**src/rtl/instr_issuer_pkg.sv**
```systemverilog
// rtl/instr_issuer_pkg.sv - shared types, width defaults and helpers for instr_issuer
package instr_issuer_pkg;

  localparam int IW_DEFAULT = 16;
  localparam int DW_DEFAULT = 8;
  localparam int RC_W       = 8;

  typedef enum logic [1:0] {
    ST_IDLE    = 2'd0,
    ST_RUN     = 2'd1,
    ST_CAPTURE = 2'd2,
    ST_DONE    = 2'd3
  } state_t;

  function automatic logic [RC_W-1:0] sat_inc(input logic [RC_W-1:0] v);
    return (v == {RC_W{1'b1}}) ? v : v + 1'b1;
  endfunction

endpackage

```
**src/rtl/instr_issuer_if.sv**
```systemverilog
// rtl/instr_issuer_if.sv - load, cpu issue and status signals of instr_issuer
interface instr_issuer_if
  import instr_issuer_pkg::*;
#(
  parameter int IW = IW_DEFAULT,
  parameter int DW = DW_DEFAULT
);
  logic            LoadValid;
  logic [IW-1:0]   LoadInstr;
  logic            LoadReady;
  logic            Start;
  logic [IW-1:0]   Instruction;
  logic            InstrValid;
  logic            CPUReady;
  logic [DW-1:0]   ALUResult;
  logic [DW-1:0]   LastResult;
  logic [RC_W-1:0] ResultCount;
  logic            Busy;
  logic            Done;
  logic [DW-1:0]   Checksum;

  modport slave (
    input  LoadValid, LoadInstr, Start, CPUReady, ALUResult,
    output LoadReady, Instruction, InstrValid, LastResult, ResultCount, Busy, Done, Checksum
  );

  modport master (
    output LoadValid, LoadInstr, Start, CPUReady, ALUResult,
    input  LoadReady, Instruction, InstrValid, LastResult, ResultCount, Busy, Done, Checksum
  );
endinterface

```
**src/rtl/issue_fifo.sv**
```systemverilog
// rtl/issue_fifo.sv - synchronous program buffer; head is combinational from the read pointer
module issue_fifo #(
  parameter int DEPTH = 8,
  parameter int IW    = 16
) (
  input  logic          clk,
  input  logic          resetn,
  input  logic          push,
  input  logic [IW-1:0] push_data,
  input  logic          pop,
  output logic          full,
  output logic          empty,
  output logic [IW-1:0] head
);
  localparam int AW = $clog2(DEPTH);
  localparam int CW = AW + 1;

  logic [AW-1:0] wr_ptr_q, wr_ptr_d;
  logic [AW-1:0] rd_ptr_q, rd_ptr_d;
  logic [CW-1:0] count_q, count_d;
  logic [IW-1:0] mem_q [DEPTH];
  logic          push_ok, pop_ok;

  assign full    = (count_q == CW'(DEPTH));
  assign empty   = (count_q == '0);
  assign head    = mem_q[rd_ptr_q];
  assign push_ok = push && !full;
  assign pop_ok  = pop && !empty;

  // Pointers wrap naturally because DEPTH is a power of two.
  always_comb begin
    wr_ptr_d = wr_ptr_q;
    rd_ptr_d = rd_ptr_q;
    count_d  = count_q;
    if (push_ok) wr_ptr_d = wr_ptr_q + 1'b1;
    if (pop_ok)  rd_ptr_d = rd_ptr_q + 1'b1;
    case ({push_ok, pop_ok})
      2'b10:   count_d = count_q + 1'b1;
      2'b01:   count_d = count_q - 1'b1;
      default: count_d = count_q;
    endcase
  end

  always_ff @(posedge clk) begin
    if (!resetn) begin
      wr_ptr_q <= '0;
      rd_ptr_q <= '0;
      count_q  <= '0;
    end else begin
      wr_ptr_q <= wr_ptr_d;
      rd_ptr_q <= rd_ptr_d;
      count_q  <= count_d;
    end
  end

  always_ff @(posedge clk) begin
    if (push_ok) mem_q[wr_ptr_q] <= push_data;
  end

endmodule

```
**src/rtl/instr_issuer.sv**
```systemverilog
// rtl/instr_issuer.sv - issues buffered instructions to a cpu and captures its results
// Optional running XOR of results enabled by INSTR_ISSUER_CHECKSUM_EN.
module instr_issuer
  import instr_issuer_pkg::*;
#(
  parameter int DEPTH = 8,
  parameter int IW    = IW_DEFAULT,
  parameter int DW    = DW_DEFAULT
) (
  input logic           CLK,
  input logic           RESET,
  instr_issuer_if.slave bus
);
  state_t          state_q, state_d;
  logic [DW-1:0]   last_q, last_d;
  logic [RC_W-1:0] rcount_q, rcount_d;
  logic            fifo_full, fifo_empty, fifo_pop, instr_valid;
  logic [IW-1:0]   fifo_head;

  issue_fifo #(.DEPTH(DEPTH), .IW(IW)) u_fifo (
    .clk       (CLK),
    .resetn    (RESET),
    .push      (bus.LoadValid),
    .push_data (bus.LoadInstr),
    .pop       (fifo_pop),
    .full      (fifo_full),
    .empty     (fifo_empty),
    .head      (fifo_head)
  );

  always_comb begin
    state_d     = state_q;
    last_d      = last_q;
    rcount_d    = rcount_q;
    fifo_pop    = 1'b0;
    instr_valid = 1'b0;
    case (state_q)
      ST_IDLE: begin
        if (bus.Start) begin
          rcount_d = '0;
          state_d  = fifo_empty ? ST_DONE : ST_RUN;
        end
      end
      ST_RUN: begin
        instr_valid = 1'b1;
        if (bus.CPUReady) begin
          fifo_pop = 1'b1;
          state_d  = ST_CAPTURE;
        end
      end
      ST_CAPTURE: begin
        last_d   = bus.ALUResult;
        rcount_d = sat_inc(rcount_q);
        // Occupancy is registered, so a push this cycle does not keep us out of DONE.
        state_d  = fifo_empty ? ST_DONE : ST_RUN;
      end
      ST_DONE: state_d = ST_IDLE;
      default: state_d = ST_IDLE;
    endcase
  end

  always_ff @(posedge CLK) begin
    if (!RESET) begin
      state_q  <= ST_IDLE;
      last_q   <= '0;
      rcount_q <= '0;
    end else begin
      state_q  <= state_d;
      last_q   <= last_d;
      rcount_q <= rcount_d;
    end
  end

`ifdef INSTR_ISSUER_CHECKSUM_EN
  logic [DW-1:0] cks_q, cks_d;

  always_comb begin
    cks_d = cks_q;
    if (state_q == ST_IDLE && bus.Start) cks_d = '0;
    else if (state_q == ST_CAPTURE)      cks_d = cks_q ^ bus.ALUResult;
  end

  always_ff @(posedge CLK) begin
    if (!RESET) cks_q <= '0;
    else        cks_q <= cks_d;
  end

  assign bus.Checksum = cks_q;
`else
  assign bus.Checksum = '0;
`endif

  assign bus.LoadReady   = !fifo_full;
  assign bus.InstrValid  = instr_valid;
  assign bus.Instruction = instr_valid ? fifo_head : '0;
  assign bus.LastResult  = last_q;
  assign bus.ResultCount = rcount_q;
  assign bus.Busy        = (state_q == ST_RUN) || (state_q == ST_CAPTURE);
  assign bus.Done        = (state_q == ST_DONE);

endmodule

```
**src/flat_wrapper.sv**
```systemverilog
// flat-port wrapper written by rule: the top's interface ports become plain ports
module instr_issuer_flat import instr_issuer_pkg::*;
#(
  parameter int DEPTH = 8,
  parameter int IW    = IW_DEFAULT,
  parameter int DW    = DW_DEFAULT
)
  (CLK, RESET, bus_LoadValid, bus_LoadInstr, bus_Start, bus_CPUReady, bus_ALUResult, bus_LoadReady, bus_Instruction, bus_InstrValid, bus_LastResult, bus_ResultCount, bus_Busy, bus_Done, bus_Checksum);
  instr_issuer_if #(.IW(IW), .DW(DW)) bus_i ();
  input logic CLK;
  input logic RESET;
  input wire logic [$bits(bus_i.LoadValid)-1:0] bus_LoadValid;
  input wire logic [$bits(bus_i.LoadInstr)-1:0] bus_LoadInstr;
  input wire logic [$bits(bus_i.Start)-1:0] bus_Start;
  input wire logic [$bits(bus_i.CPUReady)-1:0] bus_CPUReady;
  input wire logic [$bits(bus_i.ALUResult)-1:0] bus_ALUResult;
  output wire logic [$bits(bus_i.LoadReady)-1:0] bus_LoadReady;
  output wire logic [$bits(bus_i.Instruction)-1:0] bus_Instruction;
  output wire logic [$bits(bus_i.InstrValid)-1:0] bus_InstrValid;
  output wire logic [$bits(bus_i.LastResult)-1:0] bus_LastResult;
  output wire logic [$bits(bus_i.ResultCount)-1:0] bus_ResultCount;
  output wire logic [$bits(bus_i.Busy)-1:0] bus_Busy;
  output wire logic [$bits(bus_i.Done)-1:0] bus_Done;
  output wire logic [$bits(bus_i.Checksum)-1:0] bus_Checksum;
  assign bus_i.LoadValid = bus_LoadValid;
  assign bus_i.LoadInstr = bus_LoadInstr;
  assign bus_i.Start = bus_Start;
  assign bus_i.CPUReady = bus_CPUReady;
  assign bus_i.ALUResult = bus_ALUResult;
  assign bus_LoadReady = bus_i.LoadReady;
  assign bus_Instruction = bus_i.Instruction;
  assign bus_InstrValid = bus_i.InstrValid;
  assign bus_LastResult = bus_i.LastResult;
  assign bus_ResultCount = bus_i.ResultCount;
  assign bus_Busy = bus_i.Busy;
  assign bus_Done = bus_i.Done;
  assign bus_Checksum = bus_i.Checksum;
  instr_issuer #(.DEPTH(DEPTH), .IW(IW), .DW(DW)) u_core (.CLK(CLK), .RESET(RESET), .bus(bus_i));
endmodule
```
**config.mk**
```make
export PLATFORM = sky130hd
export DESIGN_NAME = instr_issuer_flat
export DESIGN_NICKNAME = d
export VERILOG_FILES = /design/src/rtl/instr_issuer_pkg.sv /design/src/rtl/instr_issuer_if.sv /design/src/rtl/issue_fifo.sv /design/src/rtl/instr_issuer.sv /design/src/flat_wrapper.sv
export SDC_FILE = /design/constraint.sdc
export NUM_CORES = 1
export LEC_CHECK = 0
export BUFFER_PORTS_ARGS = -buffer_cell sky130_fd_sc_hd__buf_4
export CELL_PAD_IN_SITES_DETAIL_PLACEMENT = 2
export CELL_PAD_IN_SITES_GLOBAL_PLACEMENT = 2
export CORE_MARGIN = 1.5
export CORE_UTILIZATION = 45
export CTS_CLUSTER_DIAMETER = 30
export DETAILED_ROUTE_END_ITERATION = 6
export PLACE_DENSITY_LB_ADDON = 0.1
export SLEW_MARGIN = 20
export SYNTH_ARGS = -nofsm -noshare
export SYNTH_HDL_FRONTEND = slang
export SYNTH_SLANG_ARGS = --single-unit
```
**constraint.sdc**
```tcl
create_clock -name CLK -period 4.2 [get_ports CLK]
set_input_delay 0.84 -clock CLK [delete_from_list [all_inputs] [get_ports CLK]]
set_output_delay 0.84 -clock CLK [all_outputs]
set_load 0.01 [all_outputs]
```
==> results.py, run 1 <==
metrics = {
    "logic_synthesis": {
        "syn_avg_cell_area_um2": 17.1,
        "synthDistinctLibCells": 44,
        "netlist_area_um2": 6460,
        "synth_area_leader_cell": "edfxtp_1",
        "synth_compound_area_share_pct": 2.11,
        "synthCells": 377,
        "synth_top_area_share_pct": 59.5,
        "muxShareOfSynthArea_pct": 15.7,
        "ys_ff_latch": 159,
        "synth_ff_type": "edfxtp_1",
        "yosys-top-cells-area": "edfxtp_1 (60%), mux4_2 (11%), dfxtp_1 (9.6%), mux2i_1 (4.3%), ha_1 (1.9%)",
        "synth_enable_flop_cells": 128,
        "async_flop_share_pct": 0,
        "synth-xor-area-share_pct": 1.20,
        "synth_fa_ha_area_share_pct": 1.94,
        "synth_simple_gate_area_share_pct": 7.24,
        "synth_top_family_by_area": "multiplexers",
        "ys_warn_count": 0,
        "ys_seq_area_share_pct": 69.1,
    },
    "clocking": {
        "post-cts-setup-buffers": 0,
        "post_cts_hold_buffer_count": 0,
        "cts_tree": "done",
        "htreeDepth": 4,
        "cts_made_buffers": 17,
        "clock-sinks": 159,
        "clock_path_buffers": 2,
        "clk_pin_slew_ns": 0.06,
        "cts_resized": 0,
        "insertion_delay_ns": 0.44,
        "cts-root-buf": "clkbuf_16",
    },
    "power_and_ir_drop": {
        "clkPwrFrac_pct": 41.4,
        "seqPwrFrac_pct": 45.4,
        "switchingPower_mw": 0.976,
        "intPower_mw": 3.03,
        "p_leak_nw": 2.70,
        "swShare_pct": 24.3,
        "power_frac_comb_pct": 13.2,
        "ir_worst_vdd_v": 0.000300,
        "powerDensity_nw_per_um2": 516,
    },
    "placed_design": {
        "place.gp.congestion": 0.718,
        "dp_hpwl_um": 9760,
        "place_area_um2": 7130,
        "portBuffers": 64,
    },
    "final_layout": {
        "multiInputGateArea_um2": 1870,
        "final_common_cell": "edfxtp_1",
        "antenna_cells": 0,
        "finish.utilization_pct": 55.8,
        "final_nets": 490,
        "synthToLayoutAreaGrowth_pct": 20.4,
        "layout-drive-gt1-share_pct": 32.1,
        "fillers": 1222,
        "seq_area_um2": 4470,
        "layout_common_cells": "edfxtp_1 (128), buf_4 (75), mux4_2 (32), dfxtp_1 (30), mux2i_1 (28)",
        "final_cell_area_um2": 7780,
    },
    "die": {
        "die_h_um": 123,
        "io_pins": 73,
        "initial_core_util_pct": 46.4,
        "core_um2": 13900,
        "num_rows": 43,
        "dieWidth_um": 123,
        "dieArea_um2": 15100,
    },
    "critical_path": {
        "path_class": "reg2out",
        "cp_slowest_cell": "dfxtp_2",
        "cp-start-kind": "flip-flop",
        "cp_common_cell": "buf_4",
        "crit_required_ns": 3.36,
        "cp_cell_sequence": "buf_4 -> mux4_2 -> mux2i_1 -> nor2b_1 -> buf_4",
        "crit_path_end_kind": "output port",
        "max_stage_delay_ns": 0.73,
        "crit_arrival_ns": 2.50,
        "cp_max_fo": 18,
    },
    "detailed_routing": {
        "wl_met3_um": 667,
        "route.detailed.drc": 0,
        "met1_length_um": 7210,
        "wl_um": 16800,
        "drt_iter0_drc": 232,
        "wl_met2_um": 8730,
        "via_count": 3602,
        "routedWlPerCell_um": 26.1,
        "top_layer": "met4",
        "drt-pass1-iter-count": 4,
        "antenna_left": 0,
        "vias_per_cell": 5.59,
    },
    "outcome": {
        "status": "complete, no violations",
    },
    "global_route": {
        "grtUsageTotal_pct": 23.9,
        "grt_antenna_before_repair": 0,
        "grt_pass1_wl_um": 25000,
        "grt_max_degree": 33,
        "grt_remaining_overflow": 0,
        "grt_pass1_vias": 3939,
    },
    "sta": {
        "maxClockFrequency_ghz": 0.299,
        "fin_setup_tns_ns": 0,
        "final_hold_viol_count": 0,
        "timing.hold.ws_ns": 0.503,
        "slew_violations": 0,
        "fin_skew_ns": 0.0124,
        "relSlewSlack_pct": 32.7,
        "period_needed_ns": 3.34,
        "tightestPinTransition_ns": 1.01,
        "setup_violations": 0,
        "finalCritPeriodShare_pct": 79.5,
        "rsz0062_at_grt": "no",
    },
    "flow_run": {
        "maxCapViolCount": 0,
    },
    "worst_hold_path": {
        "hold_path_class": "reg2reg",
    },
}
==> metrics by stage <==
stage,worst slack [ns],power (mW),instances
6_report,0.859,4.01,644
5_1_grt,0.634,4.14,644
4_1_cts,0.736,4.05,644
3_5_place_dp,1.16,2.38,612
3_3_place_gp,1.29,2.35,612
2_1_floorplan,1.43,2.17,384
==> sequential cells by signal (all words and copies together) (netlist names), named ones only <==
register	count
u_core.u_fifo.mem_q	128
u_core.bus.LastResult	8
u_core.bus.ResultCount	8
u_core.u_fifo.count_q	4
u_core.u_fifo.rd_ptr_q	3
u_core.u_fifo.wr_ptr_q	3
u_core.state_q	2
==> logic make-up after synthesis <==
| family | after synthesis |
|---|---|
| other | 1 |
| buffers and inverters | 30 |
| XOR/XNOR | 8 |
| multiplexers | 61 |
| flip-flops | 159 |
| AND/OR/NAND/NOR | 85 |
| adder cells (fa/ha/maj) | 10 |
| AO/OA/AOI/OAI | 23 |
==> cells in the mapped netlist (all sizes together), types with 4 or more instances <==
master	n
o21ai	9
edfxtp	128
a21oi	8
mux2i	28
nor2	26
dfxtp	31
mux4	32
nand3	9
xor2	5
nand2	9
ha	10
clkbuf	4
nor2b	19
buf	23
==> routing by layer <==
layer / global-route usage, % / vias up
met1: 30.3 / 1884
met4: 6.61 / 0
met3: 6.18 / 20
li1: - / 1588
met5: 0 / -
met2: 40.7 / 110
==> path summary, 6_finish.rpt <==
kind	depth (start not counted)	to	startpoint	slack [ns]
worst min-delay path	2	u_core.u_fifo.wr_ptr_q[0]	u_core.u_fifo.wr_ptr_q[0]	0.50
worst max register to register	10	u_core.u_fifo.count_q[2]	u_core.state_q[1]	1.14
worst min register to register	2	u_core.u_fifo.wr_ptr_q[0]	u_core.u_fifo.wr_ptr_q[0]	0.50
worst max-delay path	5	bus_Instruction[10]	flip-flop	0.86
==> final cells by class <==
class | count | share of cell area (%)
inverter | 3 | 0.145
tap | 180 | 2.90
clock buffer | 27 | 7.98
multi-input combinational | 195 | 24.0
clock inverter | 5 | 0.354
timing repair buffer | 75 | 7.24
sequential | 159 | 57.4
==> power by group through the flow <==
stage / clock (mW) / sequential, mW / combinational (mW)
after global routing: 1.73 / 1.83 / 0.584
after global placement: 0 / 1.84 / 0.506
after CTS: 1.69 / 1.82 / 0.543
after floorplan: 0 / 1.84 / 0.338
final: 1.66 / 1.82 / 0.530
after detailed placement: 0 / 1.85 / 0.529
==> critical path: cells and delay by family (launching register included) <==
| kind | cells | cell delay, ns |
|---|---|---|
| simple gates | 1 | 0.09 |
| buf+inv | 2 | 0.52 |
| flops | 1 | 0.73 |
| mux | 2 | 0.72 |
No activity file was read; power rests on OpenSTA's default activity.
==> inputs of run 2 (changes only) <==
--- a/config.mk
+++ b/config.mk
@@ -5,11 +5,12 @@
 export SDC_FILE = /design/constraint.sdc
 export NUM_CORES = 1
 export LEC_CHECK = 0
+export ABC_AREA = 1
 export BUFFER_PORTS_ARGS = -buffer_cell sky130_fd_sc_hd__buf_4
 export CELL_PAD_IN_SITES_DETAIL_PLACEMENT = 2
 export CELL_PAD_IN_SITES_GLOBAL_PLACEMENT = 2
 export CORE_MARGIN = 1.5
-export CORE_UTILIZATION = 45
+export CORE_UTILIZATION = 35
 export CTS_CLUSTER_DIAMETER = 30
 export DETAILED_ROUTE_END_ITERATION = 6
 export PLACE_DENSITY_LB_ADDON = 0.1
==> constraint.sdc (replaced) <==
create_clock -name CLK -period 2.7 [get_ports CLK]
set_input_delay 0.54 -clock CLK [delete_from_list [all_inputs] [get_ports CLK]]
set_output_delay 0.54 -clock CLK [all_outputs]
set_load 0.01 [all_outputs]
==> results.py, run 2 <==
metrics = {
    "logic_synthesis": {
        "yosysMostFrequentCell": "nor2_1",
        "synthDistinctLibCells": 33,
        "synth_ff_type": "edfxtp_1",
        "syn_avg_cell_area_um2": 11.0,
        "synth_area_leader_cell": "edfxtp_1",
        "netlist_area_um2": 6660,
        "synth_top_area_share_pct": 57.7,
        "yosys-top-cells-area": "edfxtp_1 (58%), dfxtp_1 (9.3%), nor2_1 (8.8%), o21ai_0 (5.3%), nand2_1 (2.6%)",
        "synth_enable_flop_cells": 128,
        "synthCells": 605,
        "synth_common_cells": "nor2_1 (157), edfxtp_1 (128), o21ai_0 (70), nand2_1 (46), inv_1 (33)",
        "ys_seq_area_share_pct": 67.0,
        "ys_ff_latch": 159,
        "ys_warn_count": 0,
        "async_flop_share_pct": 0,
    },
    "clocking": {
        "clk_pin_slew_ns": 0.06,
        "clock-sinks": 159,
        "cts_tree": "done",
        "htreeDepth": 4,
        "cts_made_buffers": 17,
        "cts-root-buf": "clkbuf_16",
        "insertion_delay_ns": 0.43,
        "clock_path_buffers": 2,
    },
    "final_layout": {
        "final_nets": 715,
        "final_common_cell": "nor2_1",
        "final_cell_area_um2": 7970,
        "largest_reg_flops": 128,
        "synthToLayoutAreaGrowth_pct": 19.7,
        "antenna_cells": 0,
        "layout-drive-gt1-share_pct": 18.0,
        "regMostFlops": "u_core.u_fifo.mem_q",
        "layoutNonFillerInstCount": 923,
        "layout_common_cells": "nor2_1 (157), edfxtp_1 (128), buf_4 (79), o21ai_0 (70), nand2_1 (46)",
    },
    "flow_run": {
        "maxCapViolCount": 0,
    },
    "detailed_routing": {
        "antenna_left": 0,
        "routedWlPerCell_um": 19.6,
        "drt_iter0_drc": 129,
        "wl_um": 18100,
        "route.detailed.drc": 0,
        "vias_per_cell": 5.13,
        "via_count": 4735,
        "drt-pass1-iter-count": 4,
    },
    "sta": {
        "finalCritPeriodShare_pct": 94.0,
        "fin_skew_ns": 0.00707,
        "tightestPinTransition_ns": 0.590,
        "rsz0062_at_grt": "no",
        "relSlewSlack_pct": 60.6,
        "period_needed_ns": 2.54,
        "maxClockFrequency_ghz": 0.394,
        "slew_violations": 0,
        "setup_violations": 0,
        "final_hold_viol_count": 0,
        "fin_setup_tns_ns": 0,
    },
    "critical_path": {
        "cp-start-kind": "flip-flop",
        "reg2reg_depth": 13,
        "crit_arrival_ns": 2.00,
        "cp_max_fo": 16,
        "cp_slowest_cell": "inv_1",
        "timing.rr.end": "u_core.u_fifo.count_q[2]",
        "r2r-start": "u_core.state_q[1]",
        "r2r_slack_ns": 0.54,
        "crit_required_ns": 2.16,
        "cp_cell_sequence": "inv_1 -> o21ai_0 -> o22ai_1 -> nor2_1 -> nor2_1 -> buf_4",
        "cp_common_cell": "nor2_1",
        "path_class": "reg2out",
        "crit_path_end_kind": "output port",
        "max_stage_delay_ns": 0.44,
    },
    "power_and_ir_drop": {
        "powerDensity_nw_per_um2": 907,
        "p_leak_nw": 3.01,
        "ir_worst_vdd_v": 0.000460,
    },
    "placed_design": {
        "place_area_um2": 7370,
        "portBuffers": 64,
        "dp.cells": 891,
        "dp_hpwl_um": 11400,
        "place.gp.congestion": 0.790,
    },
    "die": {
        "initial_core_util_pct": 35.6,
        "dieWidth_um": 141,
        "num_rows": 50,
        "dieArea_um2": 19900,
        "io_pins": 73,
        "die_h_um": 141,
        "core_um2": 18700,
    },
    "global_route": {
        "grt_max_degree": 65,
        "grt_remaining_overflow": 0,
        "grt_pass1_vias": 5323,
        "grtUsageTotal_pct": 19.5,
        "grt_antenna_before_repair": 0,
        "grt_pass1_wl_um": 28800,
    },
    "worst_hold_path": {
        "hold_path_class": "in2reg",
        "hold_path_end": "u_core.bus.LastResult[7]",
        "hp-start": "bus_ALUResult[7]",
        "whs_path_depth": 3,
    },
    "outcome": {
        "status": "complete, no violations",
    },
}
run 2: stage by stage:
stage	util [%]	hold WS, ns	power, mW	worst slack [ns]
after detailed placement	39.4	0.483	4.87	0.400
after global routing	42.6	0.322	7.65	0.00283
after global placement	39.4	0.464	4.77	0.483
final	42.6	0.333	7.23	0.162
after floorplan	-	0.448	4.19	0.617
after CTS	42.6	0.310	7.35	0.0337
run 2: how the worst max path moves through the flow:
| stage | startpoint | end | slack (ns) | depth (start not counted) |
|---|---|---|---|---|
| global placement | flip-flop | bus_Instruction[4] | 0.48 | 6 |
| CTS | flip-flop | bus_Instruction[14] | 0.03 | 7 |
| finish | flip-flop | bus_Instruction[10] | 0.16 | 6 |
| floorplan | u_core.state_q[1] | u_core.u_fifo.count_q[2] | 0.62 | 14 |
| global route | flip-flop | bus_Instruction[4] | 0.003 | 6 |
| detailed placement | flip-flop | bus_Instruction[4] | 0.40 | 6 |
run 2: final cells by class:
class                   count  area (um^2)
fillers                  1967        10700
repair buffers             81          633
well taps                 234          293
clock inverters             6         80.1
inverters                  35          134
multi-input cells         382         1860
flip-flops and latches    159         4470
clock buffers              26          510
run 2: worst max-delay path, delay by kind of cell, from the launching register on:
family	cells	cell delay, ns
AO/OA/AOI/OAI	2	0.37
AND/OR/NAND/NOR	2	0.26
buffers and inverters	2	0.60
flip-flops	1	0.33
run 2: kinds of logic (layout without fill, tap and decap cells):
| family | after synthesis | count (layout) | share of synthesized area [%] |
|---|---|---|---|
| XOR/XNOR | 4 | 4 | 0.526 |
| adder cells (fa/ha/maj) | 10 | 10 | 1.88 |
| other | 1 | 8 | 0.0563 |
| AND/OR/NAND/NOR | 228 | 228 | 13.7 |
| buffers and inverters | 71 | 148 | 5.50 |
| flip-flops | 159 | 159 | 67.0 |
| AO/OA/AOI/OAI | 132 | 132 | 11.4 |
run 2: what timing repair did:
| item | CTS | global route |
|---|---|---|
| setup endpoints to repair | 2 | 7 |
| pin swaps | 0 | 0 |
| gates resized for setup | 1 | 5 |
| hold buffers | 0 | 0 |
| buffers inserted | 0 | 0 |
| hold endpoints to repair | 0 | 0 |
run 2: power by group:
part | switching (mW) | leakage, nW | internal, mW
clock | 0.944 | 0.293 | 1.49
combinational | 1.16 | 1.30 | 0.642
sequential | 0.126 | 1.42 | 2.88
run 2: metal layers:
layer | wire (um) | GRT usage [%]
met5 | 0 | 0
met4 | 283 | 6.52
met3 | 636 | 4.72
met2 | 9640 | 36.3
met1 | 7520 | 21.6
==> inputs of run 3 (changes only) <==
--- a/config.mk
+++ b/config.mk
@@ -10,7 +10,8 @@
 export CELL_PAD_IN_SITES_DETAIL_PLACEMENT = 2
 export CELL_PAD_IN_SITES_GLOBAL_PLACEMENT = 2
 export CORE_MARGIN = 1.5
-export CORE_UTILIZATION = 35
+export CORE_UTILIZATION = 36
+export CTS_BUF_LIST = sky130_fd_sc_hd__clkbuf_4 sky130_fd_sc_hd__clkbuf_8
 export CTS_CLUSTER_DIAMETER = 30
 export DETAILED_ROUTE_END_ITERATION = 6
 export PLACE_DENSITY_LB_ADDON = 0.1
==> results.py, run 3 (same netlist as run 2, synthesis figures left out) <==
metrics = {
    "die": {
        "dieArea_um2": 19300,
        "dieWidth_um": 139,
        "core_um2": 18000,
        "die_h_um": 139,
        "initial_core_util_pct": 37.0,
        "num_rows": 49,
        "io_pins": 73,
    },
    "critical_path": {
        "timing.rr.end": "u_core.u_fifo.count_q[2]",
        "path_class": "reg2out",
        "r2r_slack_ns": 0.49,
        "critPathCapture": "bus_Instruction[2]",
        "crit_path_end_kind": "output port",
        "cp-start-kind": "flip-flop",
        "cp_max_fo": 44,
        "r2r-start": "u_core.state_q[1]",
        "reg2reg_depth": 13,
        "crit_arrival_ns": 1.97,
        "crit_required_ns": 2.16,
    },
    "clocking": {
        "post-cts-setup-buffers": 0,
        "post_cts_hold_buffer_count": 0,
        "cts-root-buf": "clkbuf_8",
        "insertion_delay_ns": 0.45,
        "cts_made_buffers": 17,
        "clk_pin_slew_ns": 0.08,
        "clock_path_buffers": 2,
        "clock-sinks": 159,
        "htreeDepth": 4,
        "cts_tree": "done",
    },
    "sta": {
        "slew_violations": 0,
        "finalCritPeriodShare_pct": 92.8,
        "fin_setup_tns_ns": 0,
        "rsz0062_at_grt": "no",
        "period_needed_ns": 2.51,
        "setup_violations": 0,
        "tightestPinTransition_ns": 0.514,
        "finalWorstSetupSlack_ns": 0.194,
        "maxClockFrequency_ghz": 0.399,
        "relSlewSlack_pct": 65.7,
        "timing.hold.ws_ns": 0.316,
        "fin_skew_ns": 0.0106,
        "final_hold_viol_count": 0,
    },
    "final_layout": {
        "antenna_cells": 0,
        "final_common_cell": "nor2_1",
        "multiInputGateArea_um2": 1860,
        "finish.utilization_pct": 43.4,
        "layout_common_cells": "nor2_1 (157), edfxtp_1 (128), buf_4 (75), o21ai_0 (70), nand2_1 (46)",
        "seq_area_um2": 4470,
        "regMostFlops": "u_core.u_fifo.mem_q",
        "synthToLayoutAreaGrowth_pct": 17.4,
        "layoutNonFillerInstCount": 916,
        "largest_reg_flops": 128,
        "final_nets": 713,
        "final_cell_area_um2": 7820,
        "layout-drive-gt1-share_pct": 18.5,
        "fillers": 1905,
    },
    "placed_design": {
        "place.gp.congestion": 0.777,
        "place_area_um2": 7360,
        "dp.cells": 884,
        "portBuffers": 64,
        "pre_cts_ws_ns": 0.480,
        "dp_hpwl_um": 11300,
    },
    "detailed_routing": {
        "vias_per_cell": 5.11,
        "wl_um": 17900,
        "drt_iter0_drc": 247,
        "route.detailed.drc": 0,
        "via_count": 4677,
        "antenna_left": 0,
        "drt-pass1-iter-count": 4,
        "routedWlPerCell_um": 19.6,
    },
    "power_and_ir_drop": {
        "powerDensity_nw_per_um2": 872,
        "design_power_total_mw": 6.82,
        "ir_worst_vdd_v": 0.000343,
        "p_leak_nw": 2.95,
    },
    "global_route": {
        "grt_antenna_before_repair": 0,
        "grtUsageTotal_pct": 19.6,
        "grt_max_degree": 49,
        "grt_remaining_overflow": 0,
        "grt_pass1_vias": 5249,
        "grt_pass1_wl_um": 29100,
    },
    "worst_hold_path": {
        "whs_path_depth": 3,
        "hold_path_class": "in2reg",
    },
    "outcome": {
        "status": "complete, no violations",
    },
    "flow_run": {
        "maxCapViolCount": 0,
    },
}
[run 3: changes by cell type in the layout (fill, tap and decap cells not counted), sizes merged]
cell | previous run | this run
buf | 81 | 79
clkinv | 4 | 2
clkinvlp | 0 | 1
clkbuf | 26 | 25
bufinv | 2 | 4
[run 3: final cells by class]
cell class,count,share of cell area [%]
sequential,159,57.1
multi-input combinational,382,23.7
timing repair buffer,79,8.00
clock buffer,25,4.00
tap,229,3.66
clock inverter,7,1.76
inverter,35,1.71
[run 3: report_power, final]
group	leakage [nW]	switching, mW	internal, mW
Combinational	1.30	1.17	0.646
Sequential	1.42	0.131	2.87
Clock	0.231	0.866	1.13
Total	2.95	2.16	4.65
[run 3: worst max-delay path, stage by stage, from the launching register on]
cell	delay, ns
dfxtp_2	0.40
buf_6	0.32
nor2_1	0.10
nor2_1	0.10
o21ai_0	0.09
o211ai_1	0.09
nand2_1	0.09
nor2_1	0.17
buf_4	0.15
[run 3: worst min path at each step]
stage,end,start,slack [ns]
3_5_place_dp,u_core.u_fifo.wr_ptr_q[0],u_core.u_fifo.wr_ptr_q[0],0.49
3_3_place_gp,u_core.u_fifo.rd_ptr_q[0],u_core.u_fifo.rd_ptr_q[0],0.46
5_1_grt,u_core.bus.LastResult[1],bus_ALUResult[1],0.29
4_1_cts,u_core.bus.LastResult[1],bus_ALUResult[1],0.29
6_report,u_core.bus.LastResult[1],bus_ALUResult[1],0.32
2_1_floorplan,flip-flop,u_core.u_fifo.rd_ptr_q[0],0.45
[run 3: repair_timing]
item / 4_1_cts / 5_1_grt
hold endpoints to repair: 0 / 0
setup endpoints to repair: 0 / 11
gates resized for setup: 0 / 4
[run 3: layer usage]
metal	track usage, %	wire length [um]	part of all wire (%)
met1	22.7	7450	42
met2	36.2	9680	54
met3	4.14	542	3.0
met4	6.03	257	1.4
met5	0	0	0
